==> config.mk <==
export PLATFORM = sky130hd
export DESIGN_NAME = uart_tx_scheduler
export DESIGN_NICKNAME = d
export VERILOG_FILES = /design/src/rtl/uart_tx_sched_pkg.sv /design/src/rtl/uart_rr_arbiter.sv /design/src/rtl/uart_tx_scheduler.sv
export SDC_FILE = /design/constraint.sdc
export NUM_CORES = 1
export LEC_CHECK = 0
export ABC_AREA = 0
export BUFFER_PORTS_ARGS = -buffer_cell sky130_fd_sc_hd__buf_2
export CAP_MARGIN = 20
export CORE_MARGIN = 2
export CORE_UTILIZATION = 54
export CTS_CLUSTER_SIZE = 28
export DETAILED_ROUTE_END_ITERATION = 16
export PLACE_DENSITY = 0.77
export SYNTH_ARGS = -nofsm -noshare
export SYNTH_HDL_FRONTEND = slang
export SYNTH_SLANG_ARGS = --single-unit
==> constraint.sdc <==
create_clock -name i_Clock -period 5.3 [get_ports i_Clock]
set_clock_uncertainty 0.1 [all_clocks]
set_input_delay 0 -clock i_Clock [delete_from_list [all_inputs] [get_ports i_Clock]]
set_output_delay 0 -clock i_Clock [all_outputs]
set_load 0.1 [all_outputs]
==> src/rtl/uart_tx_sched_pkg.sv <==
// uart_tx_sched_pkg: state/phase encodings and defaults shared by the uart_tx scheduler
package uart_tx_sched_pkg;
   typedef enum logic [2:0] {IDLE, GRANT, ISSUE, WAIT, FETCH} state_t;
   typedef enum logic [1:0] {SYNC, ID, DATA, CSUM} phase_t;
   localparam logic [7:0] DEF_SYNC_BYTE = 8'hA5;
endpackage

==> src/rtl/uart_rr_arbiter.sv <==
// uart_rr_arbiter: combinational cyclic priority pick starting just after the pointer
module uart_rr_arbiter #(
   parameter int N = 4,
   parameter int IW = $clog2(N)
) (
   input  logic [N-1:0]  req,
   input  logic [IW-1:0] ptr,
   output logic          found,
   output logic [IW-1:0] idx
);
   logic [IW-1:0] c;
   always_comb begin
      found = 1'b0;
      idx = '0;
      c = '0;
      // walk offsets from farthest to nearest so the nearest valid one wins
      for (int i = N; i >= 1; i--) begin
         c = IW'((int'(ptr) + i) % N);
         if (req[c]) begin
            found = 1'b1;
            idx = c;
         end
      end
   end
endmodule

==> src/rtl/uart_tx_scheduler.sv <==
// uart_tx_scheduler: round-robin framing of NUM_REQ byte streams onto one uart_tx
module uart_tx_scheduler
   import uart_tx_sched_pkg::*;
#(
   parameter int NUM_REQ = 4,
   parameter int MAX_LEN = 16,
   parameter logic [7:0] SYNC_BYTE = DEF_SYNC_BYTE,
   parameter int STALL_LIMIT = 4096,
   localparam int IW = $clog2(NUM_REQ),
   localparam int CW = $clog2(MAX_LEN + 1),
   localparam int SW = $clog2(STALL_LIMIT + 1)
) (
   input  logic                 i_Clock,
   input  logic                 i_Reset,
   input  logic [NUM_REQ-1:0]   i_Req_Valid,
   input  logic [8*NUM_REQ-1:0] i_Req_Data,
   input  logic [NUM_REQ-1:0]   i_Req_Last,
   output logic [NUM_REQ-1:0]   o_Req_Ready,
   output logic                 o_Tx_DV,
   output logic [7:0]           o_Tx_Byte,
   input  logic                 i_Tx_Active,
   input  logic                 i_Tx_Done,
   output logic                 o_Busy,
   output logic [IW-1:0]        o_Grant_Id,
   output logic                 o_Abort
);
   state_t state;
   phase_t phase;
   logic [IW-1:0] ptr, pick;
   logic found, done_q, done_rise, last_cap;
   logic [7:0] csum, req_byte;
   logic [CW-1:0] cnt;
   logic [SW-1:0] stall;

   uart_rr_arbiter #(.N(NUM_REQ), .IW(IW)) u_arb (
      .req(i_Req_Valid),
      .ptr(ptr),
      .found(found),
      .idx(pick)
   );

   // uart_tx holds Done for two clocks; only its rising edge counts a byte
   assign done_rise = i_Tx_Done & ~done_q;
   assign req_byte = i_Req_Data[{o_Grant_Id, 3'b000} +: 8];

   always_ff @(posedge i_Clock or posedge i_Reset) begin
      if (i_Reset) begin
         state <= IDLE;
         phase <= SYNC;
         ptr <= IW'(NUM_REQ - 1);
         done_q <= 1'b0;
         last_cap <= 1'b0;
         csum <= '0;
         cnt <= '0;
         stall <= '0;
         o_Req_Ready <= '0;
         o_Tx_DV <= 1'b0;
         o_Tx_Byte <= '0;
         o_Busy <= 1'b0;
         o_Grant_Id <= '0;
         o_Abort <= 1'b0;
      end else begin
         done_q <= i_Tx_Done;
         o_Req_Ready <= '0;
         o_Abort <= 1'b0;
         case (state)
            IDLE: if (found && !i_Tx_Active) begin
               ptr <= pick;
               o_Grant_Id <= pick;
               o_Busy <= 1'b1;
               csum <= '0;
               cnt <= '0;
               stall <= '0;
               state <= GRANT;
            end
            GRANT: begin
               o_Tx_Byte <= SYNC_BYTE;
               phase <= SYNC;
               o_Tx_DV <= 1'b1;
               state <= ISSUE;
            end
            ISSUE: if (i_Tx_Active) begin
               o_Tx_DV <= 1'b0;
               state <= WAIT;
            end
            WAIT: if (done_rise) begin
               case (phase)
                  SYNC: begin
                     o_Tx_Byte <= 8'(o_Grant_Id);
                     csum <= 8'(o_Grant_Id);
                     phase <= ID;
                     o_Tx_DV <= 1'b1;
                     state <= ISSUE;
                  end
                  ID: state <= FETCH;
                  DATA: if (last_cap || cnt == CW'(MAX_LEN)) begin
                     o_Tx_Byte <= csum;
                     phase <= CSUM;
                     o_Tx_DV <= 1'b1;
                     state <= ISSUE;
                  end else state <= FETCH;
                  CSUM: begin
                     o_Busy <= 1'b0;
                     state <= IDLE;
                  end
               endcase
            end
            FETCH: if (i_Req_Valid[o_Grant_Id]) begin
               o_Req_Ready[o_Grant_Id] <= 1'b1;
               o_Tx_Byte <= req_byte;
               last_cap <= i_Req_Last[o_Grant_Id];
               csum <= csum ^ req_byte;
               cnt <= cnt + 1'b1;
               stall <= '0;
               phase <= DATA;
               o_Tx_DV <= 1'b1;
               state <= ISSUE;
            end else if (stall == SW'(STALL_LIMIT)) begin
               // starved requester: close the frame with what was sent so far
               o_Abort <= 1'b1;
               o_Tx_Byte <= csum;
               stall <= '0;
               phase <= CSUM;
               o_Tx_DV <= 1'b1;
               state <= ISSUE;
            end else stall <= stall + 1'b1;
            default: state <= IDLE;
         endcase
      end
   end
endmodule
Word level (Yosys, flattened, before mapping):

Cells that the tools add are included.

* register bits: 52
* latch bits: 0
* memory bits (writable): 0
* ROM bits: 0
* bits of input ports: 44
* output and inout port bits: 17
* logic and storage cells: 138
* memories kept: 0

* $add $sub $neg: 6
* multiply operators: 0
* div/mod/pow operators: 0
* order comparisons: 6
* eq/ne operators: 18
* shifts and indexed selects: 1
* multiplexer cells: 70
* bitwise gates (word level): 3
* reductions and logical operators: 20

Operators by type and width (count)
* 8-bit 2-to-1 mux: 8
* 8-bit one-hot mux with 3 select lines: 2
* 13-bit 2-to-1 mux: 3
* 32-bit by 6-bit indexed part select with 8-bit output: 1
* 13-bit one-hot mux with 2 select lines: 1
* 1-bit 2-to-1 mux: 22
* 3-bit 2-to-1 mux: 6
* 2-bit 2-to-1 mux: 8
* 8-bit one-hot mux with 2 select lines: 1
* 2-bit by 3-bit < comparator with 1-bit output (second input constant): 5
* 3-bit one-hot mux with 5 select lines: 1
* 13-bit by 1-bit adder with 13-bit output (second input constant): 1
* 13-bit == test (second input constant): 1
* 1-bit binary-select mux with 2-bit select: 6
* 3-bit one-hot mux with 4 select lines: 1
* 5-bit 2-to-1 mux: 2
* 5-bit one-hot mux with 2 select lines: 1
* 5-bit AND reduction: 2
* 4-bit 2-to-1 mux: 2
* 2-bit != test (second input constant): 4
* 4-bit AND reduction: 2
* 8-bit XOR: 1
* 3-bit by 2-bit == test with 1-bit output (second input constant): 2
* 3-bit != test (second input constant): 2
* 29 further kinds: 39

Depth between registers and ports, before layout:

* depth in word-level cells: 10
* gate-level depth with buffers: 10
* depth with buffers taken out: 7

Hierarchy:

Synthesis repeated with hierarchy kept, for this count alone.

* cells, all modules: 300
* area total of the unflattened synthesis: 3047.9 µm²

Modules (own cells, without submodules)
* uart_tx_scheduler: instances 1, cells an instance 286, area an instance 2956.6 µm²
* uart_rr_arbiter: instances 1, cells an instance 14, area an instance 91.3 µm²

Worst setup path before layout:

Ideal clock, no wire load.

* path type: reg2reg
* start: reg o_Grant_Id[0]
* end: reg stall[12]
* setup time: 0.083 ns
* arrival: 2.664 ns
* data required time: 5.117 ns
* path slack: 2.454 ns
* stages on the path, launching flop included: 8
* path buffers: 2
* period minus slack after synthesis: 2.846 ns
* cells stage by stage: dfrtp_1 buf_6 mux4_2 nand2b_4 or2_1 buf_6 or3_1 o21ai_0

* word-level cells in the longest chain between the ends: 4

Ends and longest elaborated chain
* start, declared: line uart_tx_scheduler.sv:24 `output logic [IW-1:0] o_Grant_Id,`
* start signal, assigned: line uart_tx_scheduler.sv:69 `o_Grant_Id <= pick;`
* 1-bit binary-select mux with 2-bit select: line uart_tx_scheduler.sv:108 `FETCH: if (i_Req_Valid[o_Grant_Id]) begin`
* 1-bit 2-to-1 mux (implied by the code): line uart_tx_scheduler.sv:108
* 13-bit 2-to-1 mux: line uart_tx_scheduler.sv:108
* 13-bit one-hot mux with 2 select lines: line uart_tx_scheduler.sv:66 `case (state)`
* end signal, assigned: line uart_tx_scheduler.sv:126 `end else stall <= stall + 1'b1;`
* end, declared: line uart_tx_scheduler.sv:33 `logic [SW-1:0] stall;`

No other way between the ends. The select of a mux whose other input is x is not followed.
A chain may end at the register's enable or synchronous reset.

Worst setup path after layout:

* start: reg o_Grant_Id[0]
* end: reg stall[8]

The elaborated chain is that of the path after synthesis.

==> metrics.txt <==
post-synthesis simple-gate area fraction 19.51%; main combinational cell family by area after synthesis compound AO/OA/AOI/OAI gates; ys flop type dfrtp_1; cts repair resizes 0; sequential share of power 39.1%; Initial DRC Count 208; reg2reg setup slack 2.43 ns; largest net degree at the start of global routing 53; vias in the first global route 2,379; xor and xnor area share after synthesis 0.8772%; global routing usage on met3 4.138%; clock sinks 52; Comb pwr share 44.8%; Switching Share 45.05%; Worst Max-Slew Pin Slew 0.8467 ns; H-tree levels 2; grt peak-use layer met2; CTS root buffer clkbuf_8; Place WS 2.430 ns; Hold Violations, Final 0; Synth Area in Compound Gates 20.43%; share of cells above drive strength 1 23.99%; post-synthesis average cell area 9.662 µm²; first-pass GRT wire length 11,040 µm; GRT met2 Usage 36.72%; Fmax 0.3486 GHz; gate count after technology mapping 310; DRC Markers 0; buffers added on ports 60; flops & latches, synth 52; final wirelength 6875 µm; Die Y 78.48 µm; Core Util, Final 64.44%; final setup violation count 0; Synthesis Warnings 0; Post-DP HPWL 4882 µm; # rows 27; CP required 5.43 ns; CTS tree yes; gpl congestion 0.8783; Vias per Instance 5.998; maximum fanout along the worst path 17; postcts setup bufs 0; status finished clean; PD cells 474.9 mW/mm²; Synth-to-Final Area Change 17.00%; post-synthesis adder-cell area fraction 1.671%; Async SR Flop Fraction 100.0%; final antenna-violating net count 0; met1 Usage GRT 31.55%; core area 0.005439 mm²; worst path bufs/invs 0; sequential area share after synthesis 43.53%; crit path cell chain mux4_2, nand2b_4, or2_1, or3_1, o21ai_0; Final Net Count 418; Setup TNS 0 ns; initial antenna violation count 0; fin. max-slew vios 0; MaxCap Viol Count 0; post-synthesis instance area 0.002995 mm²; Crit. End Element register; Sw Pwr 749.7 µW; total I/O pin count 61; CP delay by family, top simple AND/OR/NAND/NOR gates; worst hold path class in2reg; Synthesized Nets 358; Crit path largest cell delay 0.87 ns; Worst-Skew Late Latency 0.30 ns; startpoint class of the critical path register; Pleak 0.001618 µW; CTS buffer count 5; ANT cells 0; die area 0.006159 mm²; mux cell area share after synthesis 9.273%; Reg clk slew, reported paths 0.09 ns; RSZ-0062 raised after global routing false; GR Util All Layers 22.92%; Critical Path AT 3.00 ns; Final period util 54.13%; routed vias 2,657; final hold slack 0.01401 ns; worst setup margin 2.431 ns; gr ovfl total 0; Slew HR 43.55%; clock power share 16.1%; Post-synth EDFFs 0; hold buffers post-CTS 7; Die Span X 78.48 µm; Tmin final 2.869 ns; Clock Path Buffers 2; first-pass detailed-route iteration total 5; Crit-path slowest cell dfrtp_1; Routed wire per std cell 15.52 µm; synth unique cells 55; peak supply drop 0.2697 mV; Internal 914.5 µW; initial core utilization 55.07%; kind of critical path reg2reg
==> layer usage <==
layer  routed length, µm  part of all wire (%)
met3                 328                   4.8
met4                  91                   1.3
met2                3332                    48
met1                3122                    45
met5                   0                     0
==> power by group through the flow <==
stage	combinational [µW]	sequential, µW	clock [µW]
final	746	651	267
after global routing	806	674	286
after CTS	740	651	272
after detailed placement	735	657	0
after global placement	722	651	0
after floorplan	457	793	0
==> tightest hold or removal path, stage by stage <==
cell and delay [ns]:
buf_2 0.07, mux4_2 0.21, nand2_1 0.05, nand2_1 0.05
==> Yosys cell counts, types with 4 or more instances <==
| cell type | number | area (µm²) |
|---|---|---|
| nor4_1 | 4 | 25.02 |
| and3_1 | 6 | 37.54 |
| nor2b_1 | 4 | 25.02 |
| nor2_1 | 17 | 63.81 |
| a21o_1 | 5 | 37.54 |
| inv_1 | 15 | 56.30 |
| mux4_2 | 10 | 225.2 |
| nor3_1 | 6 | 30.03 |
| nand3_1 | 10 | 50.05 |
| nand4_1 | 4 | 25.02 |
| a21oi_1 | 19 | 95.09 |
| clkbuf_1 | 11 | 41.29 |
| o31ai_1 | 7 | 52.55 |
| o21ai_0 | 35 | 175.2 |
| o21a_1 | 5 | 37.54 |
| dfrtp_1 | 50 | 1251 |
| nand2_1 | 29 | 108.9 |
| or3_1 | 9 | 56.30 |
| ha_1 | 4 | 50.05 |
==> kinds of logic after synthesis <==
family | Yosys count
compound gates | 97
xor+xnor | 3
fa+ha+maj | 4
buf+inv | 31
flops | 52
mux | 15
simple gates | 108
==> worst paths after layout <==
check | startpoint | endpoint | depth (start not counted)
max | o_Grant_Id[0] | stall[8] | 5
min | i_Req_Last[3] | last_cap | 4
max reg2reg | o_Grant_Id[0] | stall[8] | 5
min reg2reg | o_Tx_Byte[2] | o_Tx_Byte[2] | 2
max in group asynchronous | i_Reset | ptr[0] | 4
min in group asynchronous | i_Reset | o_Tx_Byte[3] | 3
==> sequential cells by signal, summed over array words and instances, names as in the netlist, 2 cells and up <==
register,cells
o_Req_Ready,4
csum,8
phase,2
state,3
ptr,2
o_Grant_Id,2
cnt,5
o_Tx_Byte,8
stall,13
==> cells in the final DEF, fill, tap and decap left out, types with 3 or more instances in the layout <==
cell type      count
o32a_1             3
nor4_1             4
nor2b_1            4
clkbuf_8           5
o21a_1             5
ha_1               4
nand3b_1           3
inv_1             14
nand4_1            4
buf_2             60
mux2i_1            3
a21o_1             5
dlygate4sd3_1      7
nand3_1           10
nand2_1           29
nor3b_1            3
nor4b_1            3
nor2_1            17
mux4_2            10
and3_1             6
a21boi_0           3
nor3_1             6
dfrtp_1           50
or3_1              9
o21ai_0           35
a21oi_1           19
o31ai_1            7
==> cell type report <==
class | count | area [µm²]
clock inverters | 1 | 30.03
clock buffers | 7 | 76.32
repair buffers | 69 | 397.9
well taps | 72 | 90.09
inverters | 15 | 56.30
flip-flops and latches | 52 | 1304
fillers | 418 | 1934
multi-input cells | 227 | 1550
==> stage by stage <==
stage	total power, µW	area, µm²	std cells
3_5_place_dp	1392	3308	427
6_report	1664	3505	443
2_1_floorplan	1249	2995	310
4_1_cts	1663	3485	442
5_1_grt	1766	3505	443
3_3_place_gp	1373	3308	427
No activity file was read; power rests on OpenSTA's default activity.
